[src/rtl/dcache_req_arbiter.sv]
// Round-robin arbiter sharing the HPDC request port among NREQ requesters,
// with grant lock under back-pressure and sid-based response routing.
module dcache_req_arbiter #(
   parameter int NREQ    = 2,
   parameter int REQ_W   = 128,
   parameter int RSP_W   = 72,
   parameter int MAX_OUT = 4
) (
   input  logic                  clk_i,
   input  logic                  rst_i,
   input  logic [NREQ-1:0]       req_valid_i,
   output logic [NREQ-1:0]       req_ready_o,
   input  logic [NREQ-1:0]       req_need_rsp_i,
   input  logic [NREQ*REQ_W-1:0] req_payload_i,
   output logic                  dcache_req_valid_o,
   input  logic                  dcache_req_ready_i,
   output logic [REQ_W-1:0]      dcache_req_payload_o,
   output logic [2:0]            dcache_req_sid_o,
   output logic                  dcache_req_need_rsp_o,
   input  logic                  dcache_rsp_valid_i,
   input  logic [2:0]            dcache_rsp_sid_i,
   input  logic [RSP_W-1:0]      dcache_rsp_payload_i,
   output logic [NREQ-1:0]       rsp_valid_o,
   output logic [RSP_W-1:0]      rsp_payload_o,
   output logic [NREQ*4-1:0]     outstanding_o,
   output logic                  idle_o,
   output logic                  err_o
);

   localparam logic [3:0] N4   = 4'(NREQ);
   localparam logic [3:0] MAXC = 4'(MAX_OUT);

   typedef enum logic {ST_ARB, ST_LOCK} state_e;

   state_e          state_q, state_d;
   logic [2:0]      rr_q, rr_d;
   logic [2:0]      lock_q, lock_d;
   logic [3:0]      cnt_q [NREQ];
   logic [3:0]      cnt_d [NREQ];
   logic            err_q, err_d;

   logic [NREQ-1:0] elig;
   logic [NREQ-1:0] rsp_hit;
   logic [2:0]      arb_idx, grant;
   logic            arb_found, gvalid, accept;
   logic            drop_err, rsp_err;

   function automatic logic [2:0] wrap(input logic [3:0] v);
      return (v >= N4) ? 3'(v - N4) : v[2:0];
   endfunction

   // Eligibility uses registered counts only; a same-cycle response
   // frees a slot for the following cycle.
   always_comb begin
      elig = '0;
      for (int i = 0; i < NREQ; i++) begin
         elig[i] = req_valid_i[i] && (cnt_q[i] < MAXC);
      end
   end

   always_comb begin
      arb_found = 1'b0;
      arb_idx   = rr_q;
      for (int k = 0; k < NREQ; k++) begin
         for (int i = 0; i < NREQ; i++) begin
            if (!arb_found && elig[i] &&
                3'(i) == wrap({1'b0, rr_q} + 4'(k))) begin
               arb_found = 1'b1;
               arb_idx   = 3'(i);
            end
         end
      end
   end

   always_comb begin
      grant  = arb_idx;
      gvalid = arb_found;
      if (state_q == ST_LOCK) begin
         grant  = lock_q;
         gvalid = 1'b0;
         for (int i = 0; i < NREQ; i++) begin
            if (3'(i) == lock_q) gvalid = req_valid_i[i];
         end
      end
   end

   assign accept             = gvalid && dcache_req_ready_i;
   assign dcache_req_valid_o = gvalid;
   assign dcache_req_sid_o   = grant + 3'd1;

   always_comb begin
      dcache_req_payload_o  = '0;
      dcache_req_need_rsp_o = 1'b0;
      req_ready_o           = '0;
      for (int i = 0; i < NREQ; i++) begin
         if (3'(i) == grant) begin
            dcache_req_payload_o  = req_payload_i[i*REQ_W +: REQ_W];
            dcache_req_need_rsp_o = req_need_rsp_i[i];
            req_ready_o[i]        = accept;
         end
      end
   end

   always_comb begin
      state_d  = state_q;
      lock_d   = lock_q;
      drop_err = 1'b0;
      unique case (state_q)
         ST_ARB: begin
            if (gvalid && !dcache_req_ready_i) begin
               state_d = ST_LOCK;
               lock_d  = grant;
            end
         end
         ST_LOCK: begin
            if (!gvalid) begin
               state_d  = ST_ARB;
               drop_err = 1'b1;
            end else if (dcache_req_ready_i) begin
               state_d = ST_ARB;
            end
         end
         default: state_d = ST_ARB;
      endcase
   end

   assign rr_d = accept ? wrap({1'b0, grant} + 4'd1) : rr_q;

   always_comb begin
      rsp_hit = '0;
      for (int i = 0; i < NREQ; i++) begin
         rsp_hit[i] = dcache_rsp_valid_i &&
                      (dcache_rsp_sid_i == 3'(i + 1)) &&
                      (cnt_q[i] != 4'd0);
      end
   end

   assign rsp_valid_o   = rsp_hit;
   assign rsp_payload_o = dcache_rsp_payload_i;
   assign rsp_err       = dcache_rsp_valid_i && !(|rsp_hit);
   assign err_d         = err_q | rsp_err | drop_err;
   assign err_o         = err_q;

   always_comb begin
      for (int i = 0; i < NREQ; i++) begin
         cnt_d[i] = cnt_q[i]
                  + {3'b0, accept && dcache_req_need_rsp_o && (grant == 3'(i))}
                  - {3'b0, rsp_hit[i]};
      end
   end

   always_comb begin
      outstanding_o = '0;
      idle_o        = !gvalid;
      for (int i = 0; i < NREQ; i++) begin
         outstanding_o[i*4 +: 4] = cnt_q[i];
         if (cnt_q[i] != 4'd0) idle_o = 1'b0;
      end
   end

   always_ff @(posedge clk_i) begin
      if (rst_i) begin
         state_q <= ST_ARB;
         rr_q    <= '0;
         lock_q  <= '0;
         err_q   <= 1'b0;
         for (int i = 0; i < NREQ; i++) cnt_q[i] <= '0;
      end else begin
         state_q <= state_d;
         rr_q    <= rr_d;
         lock_q  <= lock_d;
         err_q   <= err_d;
         for (int i = 0; i < NREQ; i++) cnt_q[i] <= cnt_d[i];
      end
   end

endmodule
[config.mk]
export PLATFORM = sky130hd
export DESIGN_NAME = dcache_req_arbiter
export DESIGN_NICKNAME = d
export VERILOG_FILES = /design/src/rtl/dcache_req_arbiter.sv
export SDC_FILE = /design/constraint.sdc
export NUM_CORES = 1
export LEC_CHECK = 0
export ABC_CLOCK_PERIOD_IN_PS = 3700
export BUFFER_PORTS_ARGS = -buffer_cell sky130_fd_sc_hd__buf_2
export CORE_AREA = 2 2 220 222
export CTS_CLUSTER_SIZE = 40
export DETAILED_ROUTE_END_ITERATION = 16
export DIE_AREA = 0 0 222 224
export SLEW_MARGIN = 10
export SYNTH_ARGS = -nofsm -noshare
export SYNTH_HDL_FRONTEND = slang
export SYNTH_SLANG_ARGS = --single-unit
[constraint.sdc]
create_clock -name clk_i -period 3.7 [get_ports clk_i]
set_clock_uncertainty 0.05 [all_clocks]
set_input_delay 0.185 -clock clk_i [delete_from_list [all_inputs] [get_ports clk_i]]
set_output_delay 0.185 -clock clk_i [all_outputs]
set_load 0.1 [all_outputs]
---- Word level (Yosys, flattened, before mapping) ----
Memories as Yosys holds them, arrays and structs flattened.
Cells that the tools add are included.
storage, ports and cells
  register bits after elaboration ......... 8
  bits in latches ......................... 0
  RAM bits ................................ 8
  memory bits (read-only) ................. 0
  output and inout bits ................... 219
  logic and storage cells ................. 99
  memories kept ........................... 1
operators by class
  $add $sub $neg .......................... 10
  multiply operators ...................... 0
  div/mod/pow operators ................... 0
  $lt $le $gt $ge ......................... 5
  equality and inequality tests ........... 7
  shift operators ......................... 0
  mux-type cells .......................... 34
  bitwise gates (word level) .............. 5
  reduce and logical (&&, ||, !) cells .... 33
memories
  memory  depth  bits a word  rd ports  clocked after memory_dff  wr ports  line  text
  cnt_q   2      4            2         0                         2         38    logic [3:0] cnt_q [NREQ];
operator list
  cell                 number
  $mux 128             2
  $mux 3               8
  $mux 1               21
  $logic_and 1x1->1    19
  $eq 1x3->1 const A   4
  $logic_not 3->1      4
  $sub 3x2->3 const B  3
  $add 3x1->4 const B  2
  $add 4x1->4          2
  $ge 4x2->1 const B   2
  $lt 4x3->1 const B   2
  $mux 4               2
  $reduce_bool 4->1    2
  $sub 4x1->4          2
  $eq 3x1->1 const B   2
  $logic_not 1->1      6
  $or 1x1->1           4
  $add 3x1->3 const B  1
  $eq 3x2->1 const B   1
  $ge 3x2->1 const B   1
  $pmux 1 s2           1
  $reduce_and 2->1     1
  $reduce_or 2->1      1
  $not 1->1            1

---- Longest topological paths before layout ----
Gate-level depths: netlist of the first run.
  depth after elaboration ................. 26
  mapped depth ............................ 20

---- Worst setup path after synthesis of the first run ----
OpenSTA, ideal clock, no wires.
  kind .................................... reg2out
  from .................................... memory cnt_q[0][2]
  to ...................................... output port idle_o
  data arrival time ....................... 4.513 ns
  data required time ...................... 3.465 ns
  path slack .............................. -1.048 ns
  cell stages (with the launch flop) ...... 8
  buffers on the path ..................... 0
  cell sequence ........................... dfxtp_1 inv_1 ha_1 nand3b_1 a32oi_4 nor3_2 nor2_1 nor3_1
RTL lines
  what             line  text
  start, declared  38
  end, declared    26    output logic idle_o,

---- Worst setup path after layout of the first run ----
  from .................................... register rr_q[1]
  to ...................................... output port dcache_req_payload_o[62]
between the ends
  longest elaborated chain between the ends .. 21
ends and longest elaborated chain
  what                                       line  text
  start, declared                            36    logic [2:0] rr_q, rr_d;
  start signal, assigned                     170   rr_q <= rr_d;
  $sub 3x2->3 or $ge 3x2->1 (tied branches)  49    return (v >= N4) ? 3'(v - N4) : v[2:0];
  $mux 3                                     49
  $logic_not 3->1                            67    3'(i) == wrap({1'b0, rr_q} + 4'(k))) begin
  $logic_and 1x1->1                          66    if (!arb_found && elig[i] &&
  $mux 1                                     66
  $logic_not 1->1                            66
  $logic_and 1x1->1 (2 in a row)             66
  $mux 1                                     66
  (+3 left out)                              -
  $mux 1                                     66
  $logic_not 1->1                            66
  $logic_and 1x1->1 (2 in a row)             66
  $mux 3 *                                   66
  $mux 3 *                                   78    if (state_q == ST_LOCK) begin
  $logic_not 3->1                            96    if (3'(i) == grant) begin
  $mux 128                                   96
  $mux 128 *                                 96
  end, declared                              17    output logic [REQ_W-1:0] dcache_req_payload_o,
Every way passes the cells marked *; elsewhere a longest branch is shown, timed or not.

==> impl_metrics.toml, run 1 <==
[status]
status = "complete, no violations"

[clocking]
ctsHoldBuffers = 0
clock_latency_ns = 0.25
cts_sinks = 16
cts_max_level = 1
cts_root_buf = "clkbuf_16"
cts_tree = "done"
cts.path.max_buffers = 2
cts_buffers = 3
path_clk_slew_ns = 0.05

[timing]
min_period_over_period_pct = 98.0
period_needed_ns = 3.63
rsz0062_at_grt = "yes"
hold_viol_final = 0
drv_slew = 0
timing.fmax_mhz = 276
setup_viol = 0
tightest_slew_ns = 0.593
worst_hold_slack_ns = 0.121
relSlewSlack_pct = 60.7

[logic_synthesis]
synth_edf_count = 0
yosysSeqAreaShare_pct = 10.1
ys_warn_count = 0
synthTopCellsByCount = "a22o_1 (130), buf_4 (73), inv_1 (24)"
syn_area_per_cell_um2 = 8.34
synth_top_cell_by_area = "a22o_1"
ys.flop_type = "dfxtp_1"
synthArstFlopShare_pct = 0
yosysMostFrequentCell = "a22o_1"
netlist_instances = 382
netlist_area_mm2 = 0.00319
ys_ff_latch = 16
synth_area_leaders = "a22o_1 (36%), buf_4 (17%), dfxtp_1 (10%)"
synthDistinctLibCells = 50
syn_nets = 739
yosysTopAreaCellShare_pct = 35.7

[die]
dieArea_mm2 = 0.0497
start_util_pct = 6.73
io_pins = 558
die_h_um = 224
dieWidth_um = 222
fp.coreArea_mm2 = 0.0473
rows = 80

[detailed_routing]
wire_per_inst_um = 17.0
antenna_left = 0
drt-initial-drc-count = 231
vias_per_cell = 3.43
num_vias = 4643
wl_um = 22900
dr.pass1.iters = 4
drcViolationCount = 0

[worst_setup_path]
cp_max_fo = 20
end_kind = "primary output"
crit_required_ns = 3.46
critPathArrivalTime_ns = 3.39
start_kind = "flop"
path_class = "flop to primary output"

[layout]
fin_nets = 1092
area_delta_synth_final_pct = 168
utilization_pct = 18.1
drive_above_1_share_pct = 75.3

[global_route]
grt_overflow = 0
grt_util_all_layers_pct = 7.30
grt_pass1_vias = 4525
grt_start_max_net_pins = 82
grt_antenna_before_repair = 7
grt_pass1_wl_um = 27600

[hold_path]
hold_class = "input pin to flop"

[placement]
io_buffers = 413
dp_hpwl_um = 17300
gp_congestion = 0.887

[job]
maxCapViolations = 0
==> kinds of logic after synthesis <==
kind of cell | after synthesis | synth area share [%]
compound gates | 157 | 43.0
buf+inv | 127 | 26.8
simple gates | 56 | 9.93
fa+ha+maj | 18 | 7.54
flops | 16 | 10.1
xor+xnor | 6 | 2.08
mux | 2 | 0.628
==> critical path: stages, from the launching register on <==
cell	delay [ns]
dfxtp_4	0.39
ha_2	0.22
xnor3_1	0.32
a41o_1	0.30
nor3_2	0.25
a22o_1	0.20
inv_1	0.06
ha_2	0.19
a21oi_2	0.14
and3b_4	0.31
buf_4	0.16
buf_16	0.18
a22o_4	0.19
buf_12	0.17
==> timing repair <==
action                                  CTS  global route
gates cloned                              1             6
setup buffers                             3            18
endpoints found under the setup margin   85           131
pin swaps                                 0            11
gates resized for setup                   8            92
==> cell usage in the layout (no fill, tap or decap), types with 3 or more instances in the layout <==
cell and n:
ha_1 10, ha_2 4, and2_1 4, dfxtp_1 9, a21oi_1 5, nor2_1 15
buf_2 282, nand3_1 5, buf_16 3, clkbuf_16 8, nand2_1 4, a22o_1 63
xor2_1 3, nand2b_1 4, nor3_2 3, diode_2 3, dfxtp_4 7, a22o_4 67
inv_1 21, buf_12 137, buf_4 20
==> registers in the layout, indices dropped and copies added, names as in the netlist <==
register	cells
cnt_q	8
err_o	1
lock_q	3
rr_q	3
state_q	1
==> worst paths after layout <==
kind,startpoint,to,slack [ns],cells after the start
min reg2reg,lock_q[2]$_SDFFE_PP0P_,lock_q[2]$_SDFFE_PP0P_,0.45,1
min,dcache_req_ready_i,state_q$_SDFF_PP0_,0.12,2
max reg2reg,rr_q[0]$_SDFFE_PP0N_,cnt_q[0][6]$_SDFF_PP0_,0.15,17
max,rr_q[1]$_SDFFE_PP0N_,dcache_req_payload_o[62],0.07,13
==> per-stage QoR <==
step	cells	TNS (ns)	setup slack [ns]	cell area, µm²
floorplan	382	-0.750	-0.380	3270
global placement	1318	0	0.233	7440
detailed placement	1318	0	0.138	7440
CTS	1326	-0.0180	-0.00797	7610
global route	1352	-1.52	-0.0479	8550
finish	1352	0	0.0736	8550
==> area by class of cell <==
| class | count | area [µm²] |
|---|---|---|
| sequential | 16 | 347 |
| fill | 5207 | 38800 |
| antenna | 3 | 7.51 |
| clock inverter | 1 | 3.75 |
| multi-input combinational | 239 | 2690 |
| timing repair buffer | 451 | 4560 |
| inverter | 24 | 92.6 |
| clock buffer | 3 | 75.1 |
| tap | 615 | 769 |
==> per-layer routing <==
layer / wire, µm / vias up / track usage (%)
met4: 639 / 0 / 2.83
met2: 12900 / 367 / 14.6
met3: 2260 / 36 / 2.58
met1: 7130 / 2148 / 6.64
met5: 0 / - / 0
li1: - / 2092 / -
Power of run 1 is left out: the tool's default activity adds up to more than one toggle a clock period on the data nets, which glitch-free logic cannot reach.
==> inputs of run 2 (changes only) <==
- ABC_AREA: not set -> 1
- CELL_PAD_IN_SITES_DETAIL_PLACEMENT: not set -> 0
- CELL_PAD_IN_SITES_GLOBAL_PLACEMENT: not set -> 1
- CORE_AREA: 2 2 220 222 -> 2 2 219 221
- DIE_AREA: 0 0 222 224 -> 0 0 221 223
- PLACE_DENSITY_LB_ADDON: not set -> 0.1
- SLEW_MARGIN: 10 -> not set
==> impl_metrics.toml, run 2 <==
[status]
status = "complete, no violations"

[global_route]
grt_util_all_layers_pct = 9.67
grt_antenna_before_repair = 5
grt_start_max_net_pins = 69
grt_pass1_wl_um = 36700
grt_overflow = 0
grt_pass1_vias = 5404

[timing]
rsz0062_at_grt = "no"
period_needed_ns = 3.43
tightest_slew_ns = 0.623
setup_tns_ns = 0
min_period_over_period_pct = 92.6
hold_viol_final = 0
setup_viol = 0
relSlewSlack_pct = 58.4
drv_slew = 0
timing.fmax_mhz = 292

[placement]
io_buffers = 413
dp_hpwl_um = 21800
gp_congestion = 0.701

[worst_setup_path]
rr_startpoint = "rr_q[1]$_SDFFE_PP0N_"
critPathArrivalTime_ns = 3.19
worstReg2RegEnd = "cnt_q[0][6]$_SDFF_PP0_"
path_class = "flop to primary output"
end_kind = "primary output"
cp_common_cell = "nand2_1"
slowest_delay_ns = 0.40
worstRegToRegCells = 23
cp_max_fo = 36
r2r_slack_ns = 0.40
crit_required_ns = 3.46
cp_cell_sequence = "inv_1 > ha_1 > nand2_1 > nand2_1 > nor2_1 > nand2_2 > nand2_1 > nand2_1 > nand2_1 > nand2_2 > nand2_8 > inv_4 > ha_4 > nand3_4 > buf_12 > buf_16 > nand2_1 > o22ai_2 > buf_12"
start_kind = "flop"
cpMaxStageDelayCell = "dfxtp_2"

[clocking]
path_clk_slew_ns = 0.06
cts.path.max_buffers = 2
cts_tree = "done"
cts_buffers = 3
cts_max_level = 1
clock_latency_ns = 0.25
ctsHoldBuffers = 0
cts_sinks = 16
cts_root_buf = "clkbuf_16"

[detailed_routing]
dr.pass1.iters = 4
drcViolationCount = 0
antenna_left = 0
drt-initial-drc-count = 142
wl_um = 26100
wire_per_inst_um = 16.1
num_vias = 5469
vias_per_cell = 3.38

[die]
dieWidth_um = 221
rows = 80
io_pins = 558
fp.coreArea_mm2 = 0.0471
dieArea_mm2 = 0.0493
start_util_pct = 8.17
die_h_um = 223

[logic_synthesis]
ys_warn_count = 0
synth_edf_count = 0
synth_top_cell_by_area = "o22ai_1"
synthDistinctLibCells = 28
yosysMostFrequentCell = "nand2_1"
netlist_area_mm2 = 0.00385
synthTopCellsByCount = "nand2_1 (177), inv_1 (166), o22ai_1 (128)"
syn_nets = 1045
synth_area_leaders = "o22ai_1 (21%), buf_4 (18%), nand2_1 (17%)"
synthArstFlopShare_pct = 0
ys_ff_latch = 16
ys.flop_type = "dfxtp_1"
syn_area_per_cell_um2 = 5.61
netlist_instances = 687
yosysTopAreaCellShare_pct = 20.8
yosysSeqAreaShare_pct = 8.31

[layout]
regMostFlops = "cnt_q"
fillerInstances = 5413
final_cell_mix = "buf_2 (290), nand2_1 (173), inv_1 (160)"
largest_reg_flops = 8
layout.cells.most_common = "buf_2"
fin_nets = 1361
reg.largest.list = "cnt_q: 8 flops, lock_q: 3 flops, rr_q: 3 flops"
drive_above_1_share_pct = 59.3
area_delta_synth_final_pct = 133

[hold_path]
whs_endpoint = "state_q$_SDFF_PP0_"
hold_class = "input pin to flop"
worst_hold_startpoint = "dcache_req_ready_i"
min_delay_path_depth = 2

[job]
maxCapViolations = 0
run 2: worst max-delay path: cells and delay by family, from the launching register on:
kind,cells,cell delay (ns)
fa+ha+maj,2,0.38
buf+inv,5,0.86
simple gates,11,1.00
compound gates,1,0.25
flops,1,0.40
run 2: area by class of cell:
cell class              count  area, µm²  area share (%)
inverters                 169        642            7.16
well taps                 615        769            8.59
clock buffers               4       88.8           0.991
diodes                      3       7.51          0.0838
flip-flops and latches     16        340            3.80
multi-input cells         387       2950            33.0
repair buffers            426       4160            46.4
run 2: routing by layer:
metal / routed length (µm) / part of all wire [%] / track usage [%] / up-vias
met1: 10300 / 39 / 11.0 / 2395
li1: - / - / - / 2730
met3: 2450 / 9.4 / 3.90 / 15
met4: 221 / 0.85 / 1.13 / 2
met2: 13200 / 50 / 17.3 / 327
met5: 11 / 0.042 / 0 / -
run 2: cells by family after synthesis:
kind of cell    count (synthesis)  share of synthesized area [%]
simple gates                  224                           23.6
flops                          16                           8.31
compound gates                142                           23.1
xor+xnor                        2                          0.455
fa+ha+maj                      19                           6.56
buf+inv                       284                           38.0
run 2: worst max path at each step:
stage                                 startpoint                   endpoint  slack (ns)  depth (start not counted)
final                       rr_q[1]$_SDFFE_PP0N_   dcache_req_payload_o[57]        0.27                         19
after detailed placement    rr_q[1]$_SDFFE_PP0N_     cnt_q[0][6]$_SDFF_PP0_        0.16                         23
after floorplan           cnt_q[0][7]$_SDFF_PP0_     cnt_q[0][1]$_SDFF_PP0_       -0.10                         23
after CTS                   rr_q[1]$_SDFFE_PP0N_   dcache_req_payload_o[60]        0.07                         19
after global placement      rr_q[0]$_SDFFE_PP0N_     cnt_q[0][6]$_SDFF_PP0_        0.18                         25
after global routing        rr_q[1]$_SDFFE_PP0N_  dcache_req_payload_o[103]       0.007                         20
run 2: metrics by stage:
| step | cell area (µm²) | setup slack, ns | utilization [%] | hold WS [ns] | instances |
|---|---|---|---|---|---|
| 2_1_floorplan | 4760 | -0.101 | - | 0.204 | 687 |
| 3_3_place_gp | 8740 | 0.184 | 18.5 | 0.321 | 1610 |
| 3_5_place_dp | 8740 | 0.155 | 18.5 | 0.321 | 1610 |
| 4_1_cts | 8850 | 0.0750 | 18.8 | 0.0741 | 1614 |
| 5_1_grt | 8960 | 0.00729 | 19.0 | 0.0888 | 1618 |
| 6_report | 8960 | 0.273 | 19.0 | 0.0756 | 1620 |
run 2: repair_timing:
item | in CTS | in global routing
resized for setup | 5 | 11
buffers inserted | 0 | 1
setup endpoints to repair | 21 | 94
gates cloned | 0 | 2
pin swaps | 0 | 2
Power of run 2 is left out for the same reason.
==> inputs of run 3 (changes only) <==
==> constraint.sdc (replaced) <==
create_clock -name clk_i -period 3.7 [get_ports clk_i]
set_clock_uncertainty 0.05 [all_clocks]
set_input_delay 0.74 -clock clk_i [delete_from_list [all_inputs] [get_ports clk_i]]
set_output_delay 0.74 -clock clk_i [all_outputs]
set_load 0.1 [all_outputs]
==> impl_metrics.toml, run 3 (synthesis gave the netlist of run 2 again) <==
[timing]
period_needed_ns = 3.70
relSlewSlack_pct = 65.4
rsz0062_at_grt = "yes"
min_period_over_period_pct = 100
drv_slew = 0
setup_viol = 4
timing.fmax_mhz = 270
hold_viol_final = 0
setup_tns_ns = -0.0115
worst_slack_ns = -0.00464
tightest_slew_ns = 0.523

[worst_setup_path]
path_class = "flop to primary output"
end_kind = "primary output"
cpMaxStageDelayCell = "dfxtp_4"
slowest_delay_ns = 0.37
cp_cell_sequence = "buf_6 > ha_2 > inv_2 > nand2_2 > nand2_2 > nand3_2 > buf_4 > nand2_4 > nor2_4 > nand3_2 > nand2_4 > inv_4 > ha_4 > nand3_4 > buf_12 > clkbuf_16 > buf_12 > buf_8 > o22ai_4 > buf_12"
cp_max_fo = 7
worstPathBufferInverterCount = 9
start_kind = "flop"
critPathTopFamily = "buffers and inverters"
cp_common_cell = "buf_12"
crit_required_ns = 2.91
critPathArrivalTime_ns = 2.91

[global_route]
grt_antenna_before_repair = 7
grt_start_max_net_pins = 27
grt_util_all_layers_pct = 10.7
grt_overflow = 0
grt_pass1_wl_um = 40200
grt_pass1_vias = 6228

[die]
rows = 80
die_h_um = 223
io_pins = 558
dieWidth_um = 221
start_util_pct = 8.17
dieArea_mm2 = 0.0493
fp.coreArea_mm2 = 0.0471

[hold_path]
hold_class = "flop to flop"

[layout]
area_delta_synth_final_pct = 206
regArea_um2 = 347
multiInputGateArea_mm2 = 0.00426
drive_above_1_share_pct = 69.4
fillerInstances = 5187
layout.cells.most_common = "buf_2"
reg.largest.list = "cnt_q: 8 flops, lock_q: 3 flops, rr_q: 3 flops"
utilization_pct = 25.0
fin_nets = 1454
final_cell_mix = "buf_2 (280), inv_1 (157), buf_12 (156)"
regMostFlops = "cnt_q"
largest_reg_flops = 8

[detailed_routing]
wl_um = 28800
vias_per_cell = 3.49
drcViolationCount = 0
dr.pass1.iters = 4
num_vias = 5977
antenna_left = 0
wire_per_inst_um = 16.8
drt-initial-drc-count = 111

[status]
violations = "setup timing"
status = "finished, violations left"

[clocking]
cts_tree = "done"
cts_max_level = 1
cts.path.max_buffers = 2
cts_sinks = 16
cts_root_buf = "clkbuf_16"
path_clk_slew_ns = 0.05
ctsHoldBuffers = 0
clock_latency_ns = 0.25
cts_buffers = 3

[placement]
io_buffers = 413
dp_hpwl_um = 24300
gp_congestion = 0.721

[job]
maxCapViolations = 0
==> run 3: changes by cell type in the layout (fill, tap and decap cells not counted), sizes merged <==
cell,delta
diode,-1
clkbuf,+7
buf,+84
bufbuf,+1
==> run 3: timing repair <==
| item | CTS | global route |
|---|---|---|
| pin swaps | 1 | 71 |
| endpoints found under the hold margin | 0 | 0 |
| gates resized for setup | 16 | 169 |
| gates cloned | 3 | 12 |
| setup endpoints to repair | 125 | 129 |
| setup buffers | 2 | 27 |
==> run 3: stage by stage <==
step / setup WS, ns / area (µm²) / instances / hold slack [ns]
floorplan: -0.154 / 5790 / 687 / 0.383
global placement: 0.0380 / 10400 / 1662 / 0.415
detailed placement: 0.0712 / 10400 / 1662 / 0.426
CTS: -0.0357 / 10700 / 1670 / 0.434
global route: -0.162 / 11800 / 1710 / 0.467
finish: -0.00464 / 11800 / 1711 / 0.431
==> run 3: worst register-to-register path: cells and delay by family (launching register included) <==
kind / cells / cell delay, ns
compound gates: 1 / 0.20
xor+xnor: 1 / 0.16
fa+ha+maj: 4 / 0.83
buf+inv: 7 / 0.78
flops: 1 / 0.37
simple gates: 11 / 0.91
==> run 3: per-layer routing <==
layer | vias to the layer above | share of wire (%) | global-route usage, %
met1 | 2753 | 37 | 11.8
met3 | 30 | 9.0 | 4.43
met4 | 10 | 0.51 | 0.758
met5 | - | 0.24 | 0
met2 | 238 | 53 | 19.8
li1 | 2946 | - | -
==> run 3: final timing paths <==
check             depth (start not counted)                  from                  endpoint  slack [ns]
setup reg to reg                         24  rr_q[0]$_SDFFE_PP0N_    cnt_q[0][6]$_SDFF_PP0_        0.28
setup / recovery                         20  rr_q[0]$_SDFFE_PP0N_  dcache_req_payload_o[88]      -0.005
hold / removal                            2      err_o$_SDFF_PP0_          err_o$_SDFF_PP0_        0.43
hold reg to reg                           2      err_o$_SDFF_PP0_          err_o$_SDFF_PP0_        0.43
==> run 3: layout make-up <==
class / instances / share of cell area [%]
Multi-Input combinational cell: 387 / 36.2
Inverter: 169 / 5.51
Sequential cell: 16 / 2.94
Antenna cell: 2 / 0.0425
Timing Repair Buffer: 519 / 48.2
Tap cell: 615 / 6.53
Clock buffer: 3 / 0.637
Power of run 3 is left out for the same reason.
